$ cat src/rtl/pkt_rd_sched.sv
// rtl/pkt_rd_sched.sv - priority packet read scheduler over per-queue RAMs
// Streams one packet at a time from the granted queue through a 2-entry output buffer.
module pkt_rd_sched #(
  parameter int DATA_W    = 8,
  parameter int ADDR_W    = 8,
  parameter int NQ        = 4,
  parameter int RUN_LIMIT = 5,
  localparam int QW       = (NQ > 1) ? $clog2(NQ) : 1
) (
  input  logic                     clk,
  input  logic                     rst_n,
  input  logic [NQ*ADDR_W-1:0]     wr_ptr,
  output logic [NQ-1:0]            ram_ren,
  output logic [NQ*ADDR_W-1:0]     ram_raddr,
  input  logic [NQ*(DATA_W+2)-1:0] ram_rdata,
  output logic [NQ*ADDR_W-1:0]     rd_ptr,
  output logic                     out_valid,
  input  logic                     out_ready,
  output logic [DATA_W-1:0]        out_data,
  output logic                     out_sop,
  output logic                     out_eop,
  output logic [QW-1:0]            out_qid,
  output logic                     busy
);
  localparam int WW = DATA_W + 2;
  localparam int CW = (RUN_LIMIT > 0) ? $clog2(RUN_LIMIT + 1) : 1;

  typedef enum logic [1:0] {IDLE, SEND, FLUSH} state_e;

  state_e            state_q, state_d;
  logic [QW-1:0]     cur_q_q, cur_q_d;
  logic [ADDR_W-1:0] rd_ptr_q  [NQ];
  logic [ADDR_W-1:0] rd_ptr_d  [NQ];
  logic [ADDR_W-1:0] iss_ptr_q [NQ];
  logic [ADDR_W-1:0] iss_ptr_d [NQ];
  logic              infl_q, infl_d;
  logic [ADDR_W-1:0] infl_addr_q, infl_addr_d;
  logic [QW-1:0]     infl_qid_q, infl_qid_d;
  logic [CW-1:0]     run_cnt_q, run_cnt_d;
  logic [QW-1:0]     last_q_q, last_q_d;

  logic [WW-1:0]     buf_word_q [2];
  logic [QW-1:0]     buf_qid_q  [2];
  logic              buf_rd_q, buf_wr_q;
  logic [1:0]        buf_cnt_q;

  logic [ADDR_W-1:0] wr_ptr_a [NQ];
  logic [WW-1:0]     rdata_a  [NQ];
  logic [NQ-1:0]     nonempty;
  logic [NQ-1:0]     ren;
  logic [QW-1:0]     first_q, alt_q, win_q;
  logic              first_ok, alt_ok, limit_hit;
  logic [WW-1:0]     ret_word;
  logic              push, pop, issue;
  logic [2:0]        occ;

  always_comb begin
    ram_raddr = '0;
    rd_ptr    = '0;
    nonempty  = '0;
    for (int q = 0; q < NQ; q++) begin
      wr_ptr_a[q]                   = wr_ptr[q*ADDR_W +: ADDR_W];
      rdata_a[q]                    = ram_rdata[q*WW +: WW];
      ram_raddr[q*ADDR_W +: ADDR_W] = iss_ptr_q[q];
      rd_ptr[q*ADDR_W +: ADDR_W]    = rd_ptr_q[q];
      nonempty[q]                   = rd_ptr_q[q] != wr_ptr[q*ADDR_W +: ADDR_W];
    end
  end

  // Fairness override: once the repeat winner has used up its run, pass to the next busy queue.
  always_comb begin
    first_q  = '0;
    first_ok = 1'b0;
    alt_q    = '0;
    alt_ok   = 1'b0;
    for (int q = 0; q < NQ; q++) begin
      if (nonempty[q] && !first_ok) begin
        first_q  = QW'(q);
        first_ok = 1'b1;
      end
      if (nonempty[q] && !alt_ok && (QW'(q) != last_q_q)) begin
        alt_q  = QW'(q);
        alt_ok = 1'b1;
      end
    end
    limit_hit = (RUN_LIMIT > 0) && (run_cnt_q == CW'(RUN_LIMIT)) &&
                (first_q == last_q_q) && alt_ok;
    win_q     = limit_hit ? alt_q : first_q;
  end

  assign out_valid = buf_cnt_q != 2'd0;
  assign pop       = out_valid & out_ready;
  assign occ       = {1'b0, buf_cnt_q} + {2'b00, infl_q} - {2'b00, pop};
  assign ret_word  = rdata_a[infl_qid_q];

  always_comb begin
    state_d     = state_q;
    cur_q_d     = cur_q_q;
    rd_ptr_d    = rd_ptr_q;
    iss_ptr_d   = iss_ptr_q;
    infl_d      = 1'b0;
    infl_addr_d = infl_addr_q;
    infl_qid_d  = infl_qid_q;
    run_cnt_d   = run_cnt_q;
    last_q_d    = last_q_q;
    ren         = '0;
    push        = 1'b0;
    issue       = 1'b0;
    case (state_q)
      IDLE: begin
        if (first_ok) begin
          state_d  = SEND;
          cur_q_d  = win_q;
          last_q_d = win_q;
          if (win_q == last_q_q) begin
            run_cnt_d = (run_cnt_q < CW'(RUN_LIMIT)) ? run_cnt_q + CW'(1) : run_cnt_q;
          end else begin
            run_cnt_d = CW'(1);
          end
        end
      end
      SEND: begin
        if ((iss_ptr_q[cur_q_q] != wr_ptr_a[cur_q_q]) && (occ < 3'd2)) begin
          issue                = 1'b1;
          ren[cur_q_q]         = 1'b1;
          iss_ptr_d[cur_q_q]   = iss_ptr_q[cur_q_q] + ADDR_W'(1);
          infl_d               = 1'b1;
          infl_addr_d          = iss_ptr_q[cur_q_q];
          infl_qid_d           = cur_q_q;
        end
        if (infl_q) begin
          push              = 1'b1;
          rd_ptr_d[cur_q_q] = infl_addr_q + ADDR_W'(1);
          // End of packet rewinds the issue pointer past any speculative read.
          if (ret_word[DATA_W]) begin
            iss_ptr_d[cur_q_q] = infl_addr_q + ADDR_W'(1);
            state_d            = issue ? FLUSH : IDLE;
          end
        end
      end
      FLUSH:   state_d = IDLE;
      default: state_d = IDLE;
    endcase
    for (int q = 0; q < NQ; q++) begin
      if ((state_q != SEND) || (QW'(q) != cur_q_q)) iss_ptr_d[q] = rd_ptr_q[q];
    end
  end

  assign ram_ren = ren;

  always_ff @(posedge clk or negedge rst_n) begin
    if (!rst_n) begin
      state_q     <= IDLE;
      cur_q_q     <= '0;
      infl_q      <= 1'b0;
      infl_addr_q <= '0;
      infl_qid_q  <= '0;
      run_cnt_q   <= '0;
      last_q_q    <= '0;
      for (int q = 0; q < NQ; q++) begin
        rd_ptr_q[q]  <= '0;
        iss_ptr_q[q] <= '0;
      end
    end else begin
      state_q     <= state_d;
      cur_q_q     <= cur_q_d;
      infl_q      <= infl_d;
      infl_addr_q <= infl_addr_d;
      infl_qid_q  <= infl_qid_d;
      run_cnt_q   <= run_cnt_d;
      last_q_q    <= last_q_d;
      rd_ptr_q    <= rd_ptr_d;
      iss_ptr_q   <= iss_ptr_d;
    end
  end

  always_ff @(posedge clk or negedge rst_n) begin
    if (!rst_n) begin
      buf_word_q[0] <= '0;
      buf_word_q[1] <= '0;
      buf_qid_q[0]  <= '0;
      buf_qid_q[1]  <= '0;
      buf_rd_q      <= 1'b0;
      buf_wr_q      <= 1'b0;
      buf_cnt_q     <= 2'd0;
    end else begin
      if (push) begin
        buf_word_q[buf_wr_q] <= ret_word;
        buf_qid_q[buf_wr_q]  <= infl_qid_q;
        buf_wr_q             <= ~buf_wr_q;
      end
      if (pop) buf_rd_q <= ~buf_rd_q;
      case ({push, pop})
        2'b10:   buf_cnt_q <= buf_cnt_q + 2'd1;
        2'b01:   buf_cnt_q <= buf_cnt_q - 2'd1;
        default: buf_cnt_q <= buf_cnt_q;
      endcase
    end
  end

  assign out_data = buf_word_q[buf_rd_q][DATA_W-1:0];
  assign out_eop  = buf_word_q[buf_rd_q][DATA_W];
  assign out_sop  = buf_word_q[buf_rd_q][DATA_W+1];
  assign out_qid  = buf_qid_q[buf_rd_q];
  assign busy     = (state_q != IDLE) || (buf_cnt_q != 2'd0);

endmodule

$ cat config.mk
export PLATFORM = sky130hd
export DESIGN_NAME = pkt_rd_sched
export DESIGN_NICKNAME = d
export VERILOG_FILES = /design/src/rtl/pkt_rd_sched.sv
export SDC_FILE = /design/constraint.sdc
export NUM_CORES = 1
export LEC_CHECK = 0
export BUFFER_PORTS_ARGS = -buffer_cell sky130_fd_sc_hd__buf_4
export CAP_MARGIN = 20
export CORE_UTILIZATION = 48
export CTS_CLUSTER_SIZE = 10
export DETAILED_ROUTE_END_ITERATION = 10
export PLACE_DENSITY = 0.76
export SETUP_SLACK_MARGIN = 0.3
export SYNTH_ARGS = -nofsm -noshare
export SYNTH_HDL_FRONTEND = slang
export SYNTH_SLANG_ARGS = --single-unit
$ cat constraint.sdc
create_clock -name clk -period 7.5 [get_ports clk]
set_clock_uncertainty 0.1 [all_clocks]
set_input_delay 0.75 -clock clk [delete_from_list [all_inputs] [get_ports clk]]
set_output_delay 0.75 -clock clk [all_outputs]
set_load 0.01 [all_outputs]
# Yosys cells after proc, flatten, opt, wreduce, memory -nomap -nowiden
# Index checks and enable logic that the tools add are counted.
# classes
n_lt_le_gt_ge,10
eq_ne,19
bitwise_logic,7
reduce_logical,41
n_addsub,7
muxes,67
# ops
cell,n
32-bit two-way mux,5
32-bit bitwise mux,3
8-bit two-way mux,9
10-bit two-way mux,6
8-bit != test,5
8-bit binary-select mux with 2-bit select,2
2-bit two-way mux,13
10-bit binary-select mux with 2-bit select,1
20-bit bitwise mux,1
8-bit by 1-bit adder with 8-bit output (second input constant),2
8-bit demux with 2-bit select,1
1-bit logical AND,16
1-bit two-way mux,16
2-bit nonzero test,8
10-bit demux with 1-bit select,1
4-bit two-way mux,2
2-bit case mux with 2 select lines,2
3-bit greater-or-equal comparator (second input constant),2
1-bit zero test,6
3-bit two-way mux,2
2-bit != test (second input constant),3
2-bit NOT with 3-bit output,2
2-bit AND reduction,3
3-bit AND reduction,2
27 further kinds,38
# totals
input_bits,75
register_bits,110
out_inout_bits,82
word_cells,172

# Longest topological paths before layout
# Gate-level depths: netlist of run 1.
# logic_depth
depth_word,20
mapped_depth,13
depth_no_buf,12

# Least setup slack after synthesis of run 1
# No wires, ideal clock.
# synth_timing
path_type,reg-to-output
from,register buf_cnt_q[1]
to,output ram_ren[3]
path_stages_with_launch,13
path_buffers,1
arrival_time_ns,2.611
setup_slack_ns,4.039
path_cell_list,dfrtp_1 -> or2_2 -> and2_1 -> ha_1 -> nand2b_1 -> fa_1 -> xnor2_1 -> nand2_1 -> a21oi_2 -> and3_1 -> buf_6 -> nand2_1 -> inv_2
# synth_via
elab_chain_cells,7
word_cells_on_any_way,8
classes_between,add/sub: 2; order compare: 1; mux: 2; bitwise: 1; reduce/logical: 2
# synth_rtl
element,line_no,rtl
from (decl),45,logic [1:0] buf_cnt_q;
from (signal assigned),194,2'b10: buf_cnt_q <= buf_cnt_q + 2'd1;
from (signal assigned),195,2'b01: buf_cnt_q <= buf_cnt_q - 2'd1;
from (signal assigned),196,default: buf_cnt_q <= buf_cnt_q;
2-bit nonzero test,91,assign out_valid = buf_cnt_q != 2'd0;
via out_valid,17,"output logic out_valid,"
1-bit bitwise AND,92,assign pop = out_valid & out_ready;
via pop,54,"logic push, pop, issue;"
3-bit by 1-bit subtractor with 3-bit output,93,"assign occ = {1'b0, buf_cnt_q} + {2'b00, infl_q} - {2'b00, pop};"
3-bit by 2-bit less-than comparator with 1-bit output,123,if ((iss_ptr_q[cur_q_q] != wr_ptr_a[cur_q_q]) && (occ < 3'd2)) begin
1-bit logical AND,123,
4-bit two-way mux,123,
4-bit two-way mux,109,case (state_q)
to (decl),13,"output logic [NQ-1:0] ram_ren,"
# The timed path passes the listed nets, and every way through them passes these cells.

# Worst setup path after layout of run 1
# layout_timing
from,register buf_cnt_q[1]
to,output ram_ren[3]
# layout_via
elab_chain_cells,7
word_cells_on_any_way,8
classes_between,add/sub: 2; order compare: 1; mux: 2; bitwise: 1; reduce/logical: 2
# layout_rtl
element,line_no
2-bit nonzero test,91
1-bit bitwise AND,92
via pop,54
3-bit by 1-bit subtractor with 3-bit output,93
3-bit by 2-bit less-than comparator with 1-bit output,123
1-bit logical AND,123
4-bit two-way mux,123
4-bit two-way mux,109
# The timed path passes the listed nets, and every way through them passes these cells.

==> impl_results.md, run 1 <==
- Status: finished clean
- Hold WS: 0.2086 ns
- Most frequent cells after synthesis: 110 x dfrtp_1, 64 x nand2_1, 60 x nor2_1, 43 x a21oi_1, 41 x mux2_2
- Largest net degree at the start of global routing: 81
- Post-synth EDFFs: 0
- Max Fanout on Critical Path: 9
- Initial antenna violation count: 0
- Hpwl dp: roughly 15000 microns
- Area Overhead vs Synth: 24.51%
- Final Critical Period: 4.528 ns
- Gp weighted congestion: 0.9602
- Fmax: approximately 220 MHz
- Worst path max stage delay: 0.52 ns
- Core region area: 13240 sq um
- Met1 Use GR: 0.3972
- PostCTS Resize Cnt: 0
- Die Wd: 118.4 microns
- Worst path cell trace: or2_2 -> and2_1 -> ha_1 -> nand2b_1 -> fa_1 -> xnor2_1 -> nand2_1 -> a21oi_2 -> and3_1 -> nand2_1 -> inv_2 -> buf_4
- First-pass GRT wire length: 31460 microns
- Placed insts: 920
- Reg2reg end: ram_raddr[30]$_DFFE_PN0P_
- Fin. Hold Viols: 0
- Sink Count: 110
- Critical path type: register to primary output
- FF-to-FF path depth: 12
- N_diodes: 0
- Delay-heaviest family, CP: simple AND/OR/NAND/NOR gates
- Crit path DAT: between 3 and 4 ns
- Number of max-cap violations: 0
- LEAKAGE: 0.003562 uW
- Worst skew pair latency: about 0.36 ns
- Total negative slack: 0 ns
- Flops & latches, synth: between 100 and 150
- CTS max path bufs: 2
- Async SR Flop Fraction: 1.000
- Type of element capturing the critical path: primary output
- Final Instance Area: 8103 sq um
- Fillers: between 1000 and 1500
- Least-Margin Pin Slew: about 1.1 ns
- Met3 usage: 0.05598
- H-tree depth: 3
- Top post-synthesis cells by area: dfrtp_1 42%, mux4_2 9.0%, mux2_2 7.1%, xor2_1 4.4%, nand2_1 3.7%
- Clock buffer count from CTS: 9
- Seq/Total Area, Yosys: 0.4230
- WP data required: between 6 and 7 ns
- Vias in the first global route: 5739
- Gr busiest metal: met2
- WL/cell: between 20 and 25 microns
- Final ANT Viol Nets: 0
- Share of cells above drive strength 1: 0.3456
- Worst reg2reg startpoint: buf_cnt_q[1]$_DFFE_PN0P_
- Power density over the cells: 460.8 nW/um^2
- Count leader, synth: dfrtp_1
- Nets: 838
- Drt drc: 0
- Rows: 42
- Non-Filler Instances: about 940
- Top FF cell, synth: dfrtp_1
- GRT overflow: 0
- Unique masters post-synth: 57
- Die ar.: 14030 sq um
- Slew Viols, Final: 0
- Met2 Track Usage GR: 0.4570
- Gr usage total: 0.2931
- Via count: between 5000 and 6000
- Clock transition at path regs: 0.07 ns
- Post-CTS Setup Inserts: 0
- Final setup fails: 0
- I/O Pins: 157
- Worst hold path class: input pin to async pin
- Drt first pass iters: 7
- Fraction of synthesized cell area taken by the top area cell type: 0.4230
- CTS root buf: clkbuf_16
- Post-Syn Area: 6507 sq um
- Post-Route WL: 19760 microns
- Footprint of the multi-input gates: 3525 sq um
- Post-synth top area cell: dfrtp_1
- Synthesized area per cell: 10.53 sq um
- RSZ-0062 raised after global routing: no
- Hold Buf Count CTS: 0
- Syn Nets: 700
- CP startpoint kind: register
- Slew margin rel.: 0.2878
- CP most frequent cell: nand2_1
- DRT iter0 DRCs: ~500
- Yosys warns: 0
- Vias per cell: just over 6
- Period utilization: 0.6038
- Die H: approximately 120 microns
- Worst R2R Setup Slack: 3.92 ns
- Final core occ: 0.6119
- CTS tree: done
- CP Buf/Inv Count: 2
- FF+latch area: 2753 sq um
- CP max-delay cell: and3_1
- Cells after Synth: around 620
- Placed cell area: approximately 7700 sq um
- PortBufs: approximately 160
- Worst vdd ir: 176.6 uV
- Initial Utilization: 0.4914
[worst max-delay path by stage]
stage	start	depth (start not counted)	slack [ns]	to
final	buf_cnt_q[1]$_DFFE_PN0P_	12	2.97	ram_ren[3]
after global routing	buf_cnt_q[1]$_DFFE_PN0P_	12	2.79	ram_ren[3]
after CTS	buf_cnt_q[1]$_DFFE_PN0P_	12	2.95	ram_ren[3]
after detailed placement	out_ready	12	3.28	ram_ren[3]
after global placement	out_ready	12	3.43	ram_ren[3]
after floorplan	buf_cnt_q[1]$_DFFE_PN0P_	12	4.04	ram_ren[3]
[final cells by class]
type | count | share of cell area
clock inverter | 5 | 0.009728
clock buffer | 11 | 0.03119
tap | 176 | 0.02718
inverter | 12 | 0.005559
multi-input combinational | 462 | 0.4350
sequential | 110 | 0.3397
timing repair buffer | 161 | 0.1516
[per-stage QoR]
stage	setup WS, ns	total power (uW)
finish	2.972	3734
global route	2.789	3948
CTS	2.947	3710
detailed placement	3.283	3170
global placement	3.433	3113
floorplan	4.039	2428
[cells by family (layout without fill, tap and decap cells)]
kind of cell	Yosys count	count (layout)	share of synthesized area
buffers and inverters	46	189	0.03538
AOI/OAI and AO/OA	127	127	0.1267
DFF	110	110	0.4230
adders and majority gates	7	7	0.01461
and+or+nand+nor	186	186	0.1332
xor gates and xnor gates	58	58	0.07806
muxes	84	84	0.1890
[report_power, final]
group	leakage, uW	switching [uW]	internal (uW)	total (uW)
logic	0.00204	1080	928	2010
clock network	0.000166	219	311	530
registers	0.00136	335	858	1190
total	0.00356	1640	2100	3730
[registers in the layout, indices dropped and copies added (netlist names)]
register     cells
ram_raddr       32
rd_ptr          32
buf_word_q      20
infl_addr_q      8
buf_qid_q        4
run_cnt_q        3
buf_cnt_q        2
infl_qid_q       2
last_q_q         2
state_q          2
buf_rd_q         1
buf_wr_q         1
infl_q           1
[cells in the final DEF, fill, tap and decap left out, types with 25 or more instances in the layout]
| cell | instances |
|---|---|
| a21oi_1 | 43 |
| buf_4 | 160 |
| dfrtp_1 | 110 |
| mux2_2 | 41 |
| mux4_2 | 26 |
| nand2_1 | 64 |
| nor2_1 | 60 |
| xnor2_1 | 25 |
| xor2_1 | 33 |
[metal layers]
metal / vias up / wire length (microns)
met5: - / 0
met4: 0 / 680
met3: 54 / 2013
met2: 362 / 9199
met1: 2800 / 7871
li1: 2504 / -
(Power assumes the default switching activity.)
==> run 2, diff against run 1 <==
Settings changed: ABC_AREA set to 1, PLACE_DENSITY 0.76 to 0.78.
Clock period 7.5 ns to 4 ns, I/O delays scaled along.
==> impl_results.md, run 2 <==
- Status: finished clean
- Type of element capturing the critical path: primary output
- LEAKAGE: 0.004684 uW (+31%)
- RSZ-0062 raised after global routing: no
- Final core occ: 0.6207 (+0.008789)
- Period utilization: 0.8946
- Core region area: 14150 sq um (+6.8%)
- Most frequent cells after synthesis: 404 x nand2_1, 110 x dfrtp_1, 88 x inv_1, 76 x nand3_1, 74 x o21ai_0
- Fillers: 1318 (+19%)
- Flops & latches, synth: 110 (unchanged)
- Post-Syn Area: 7073 sq um (+8.7%)
- Gp weighted congestion: 0.9775 (+1.8%)
- Worst skew pair latency: 0.36 ns (about the same)
- Count leader, synth: nand2_1
- Initial antenna violation count: 0 (unchanged)
- Sink Count: 110 (unchanged)
- Cells after Synth: 1022 (+65%)
- FF+latch area: 2756 sq um (+0.14%)
- I/O Pins: 157 (unchanged)
- Unique masters post-synth: 38 (-33%)
- First-pass GRT wire length: 35840 microns (+14%)
- Yosys warns: 0 (unchanged)
- Syn Nets: 1104 (+58%)
- Power density over the cells: 770.3 nW/um^2 (+67%)
- Least-Margin Pin Slew: 0.9514 ns (-0.1130 ns)
- Top post-synthesis cells by area: dfrtp_1 39%, nand2_1 21%, nand3_1 5.4%, o21ai_0 5.2%, inv_1 4.7%
- FF-to-FF path depth: 15 (+3)
- PortBufs: 156 (unchanged)
- Worst reg2reg startpoint: buf_cnt_q[1]$_DFFE_PN0P_
- Die H: 123.4 microns (+4.2%)
- Final ANT Viol Nets: 0 (unchanged)
- Worst hold path class: input pin to async pin
- WL/cell: 17.22 microns (-18%)
- Worst Setup EP: ram_ren[2]
- Fraction of synthesized cell area taken by the top area cell type: 0.3892 (-0.03382)
- Drt first pass iters: 7 (unchanged)
- Clock buffer count from CTS: 9 (unchanged)
- CTS root buf: clkbuf_16
- CTS tree: done
- Post-synth EDFFs: 0 (unchanged)
- Slew Viols, Final: 0 (unchanged)
- Die ar.: 15230 sq um (+8.5%)
- Nets: 1250 (+49%)
- Vias in the first global route: 6752 (+18%)
- Fmax: 279.5 MHz
- Post-Route WL: 23300 microns (+18%)
- Hold Buf Count CTS: 0 (unchanged)
- WP data required: 3.50 ns (-3.15 ns)
- Max Fanout on Critical Path: 8 (-1)
- Number of max-cap violations: 0 (unchanged)
- CTS max path bufs: 2 (unchanged)
- Via count: 7578 (+32%)
- Async SR Flop Fraction: 1.000 (unchanged)
- Setup crit start: buf_cnt_q[1]$_DFFE_PN0P_
- Rows: 43 (+2.4%)
- Largest net degree at the start of global routing: 71 (-12%)
- Drt drc: 0 (unchanged)
- Final Critical Period: 3.578 ns
- Top FF cell, synth: dfrtp_1
- Worst vdd ir: 307.5 uV (+74%)
- Total negative slack: 0 ns (unchanged)
- CP startpoint kind: register
- Final setup fails: 0 (unchanged)
- Share of cells above drive strength 1: 0.1858 (-0.1597)
- Die Wd: 123.4 microns (+4.2%)
- DRT iter0 DRCs: 821 (+65%)
- Leading cell types in the layout, fill and taps excluded: 404 x nand2_1, 174 x buf_4, 107 x dfrtp_1
- Gr usage total: 0.3169 (+0.02383)
- Crit path DAT: 3.08 ns (-0.60 ns)
- Clock transition at path regs: 0.07 ns (about the same)
- Synthesized area per cell: 6.921 sq um (-34%)
- Post-synth top area cell: dfrtp_1
- Most common cell after layout, fill and taps aside: nand2_1
- Fin worst setup slack: 0.4218 ns (-2.550 ns)
- Slew margin rel.: 0.3634 (+0.07563)
- Placement Setup Slack: 0.5327 ns (-2.750 ns)
- Initial Utilization: 0.4999 (+0.008465)
- Area Overhead vs Synth: 24.16%
- GRT overflow: 0 (unchanged)
- Seq/Total Area, Yosys: 0.3892 (-0.03382)
- Worst R2R Setup Slack: 0.66 ns (-3.26 ns)
- Hpwl dp: 17830 microns (+18%)
- Fin. Hold Viols: 0 (unchanged)
- Footprint of the multi-input gates: 3776 sq um (+7.1%)
- Critical path type: register to primary output
- H-tree depth: 3 (unchanged)
- N_diodes: 0 (unchanged)
- Reg2reg end: infl_addr_q[1]$_DFFE_PN0P_
- Vias per cell: 5.601 (-8.3%)
==> run 2: cell types whose count changed in the layout (fill, tap and decap cells not counted), moves of 11 or more <==
cell | previous run | this run
xor2_1 | 33 | 16
nand4_1 | 7 | 25
mux4_2 | 26 | 0
a22oi_1 | 2 | 20
a21oi_1 | 43 | 16
nand2_1 | 64 | 404
inv_1 | 9 | 86
buf_4 | 160 | 174
nand3_1 | 9 | 75
nor2_1 | 60 | 71
o21ai_0 | 16 | 73
mux2_2 | 41 | 0
a31oi_1 | 16 | 0
==> run 2: layer usage <==
layer / wire (microns) / global-route usage / vias up
met4: 725 / 0.1062 / 0
met3: 2211 / 0.07887 / 58
met1: 9722 / 0.4288 / 3526
li1: - / - / 3585
met2: 10640 / 0.4944 / 409
met5: 0 / 0 / -
==> run 2: worst max-delay path, stage by stage (launching register included) <==
cell and delay (ns):
dfrtp_2 0.44, inv_2 0.08, nand2_1 0.07, nand2_1 0.09, inv_1 0.07, ha_1 0.26, or2_2 0.30, fa_1 0.49
o21ai_1 0.09, a21oi_4 0.29, buf_6 0.15, nand3_2 0.10, nor2_2 0.14, buf_4 0.14
==> run 2: per-stage QoR <==
step	hold WS (ns)	std cells	power [uW]	cell area, sq um
2_1_floorplan	0.004409	1022	4211	7073
3_3_place_gp	0.3631	1332	5468	8361
3_5_place_dp	0.3730	1332	5542	8361
4_1_cts	0.08545	1350	6665	8740
5_1_grt	0.1247	1353	7247	8782
6_report	0.04847	1353	6765	8782
==> run 2: repair_timing <==
item / in CTS / in global routing
setup buffers: 2 / 3
endpoints found under the hold margin: 0 / 0
resized for setup: 2 / 10
endpoints found under the setup margin: 4 / 4
==> run 2: layout make-up <==
| cell class | instances | share of cell area |
|---|---|---|
| clock buffer | 10 | 0.02721 |
| tap | 180 | 0.02564 |
| inverter | 94 | 0.04018 |
| clock inverter | 6 | 0.01311 |
| sequential | 110 | 0.3139 |
| timing repair buffer | 175 | 0.1500 |
| multi-input combinational | 778 | 0.4300 |
==> run 2: kinds of logic (layout without fill, tap and decap cells) <==
logic type      Yosys count  count (layout)  share of synthesized area
flops                   110             110                     0.3892
xor+xnor                 39              39                    0.04829
fa+ha+maj                 7               7                    0.01344
simple gates            595             595                     0.3524
buf+inv                 134             285                    0.08066
compound gates          137             137                     0.1160
==> run 2: worst min-delay path by stage <==
stage                               from                         end  slack [ns]  depth (start not counted)
5_1_grt                            rst_n   buf_word_q[6]$_DFFE_PN0P_        0.12                          1
6_report                           rst_n  buf_word_q[16]$_DFFE_PN0P_        0.05                          1
3_3_place_gp   infl_qid_q[1]$_DFFE_PN0P_    buf_qid_q[3]$_DFFE_PN0P_        0.36                          2
4_1_cts                            rst_n  buf_word_q[16]$_DFFE_PN0P_        0.09                          1
3_5_place_dp   buf_word_q[5]$_DFFE_PN0P_   buf_word_q[5]$_DFFE_PN0P_        0.37                          2
2_1_floorplan                      rst_n    buf_cnt_q[0]$_DFFE_PN0P_       0.004                          0
==> run 2: report_power, final <==
part | internal [uW] | total [uW] | switching, uW
Clock | 634 | 1060 | 427
Combinational | 1420 | 3720 | 2300
Sequential | 1510 | 1980 | 468
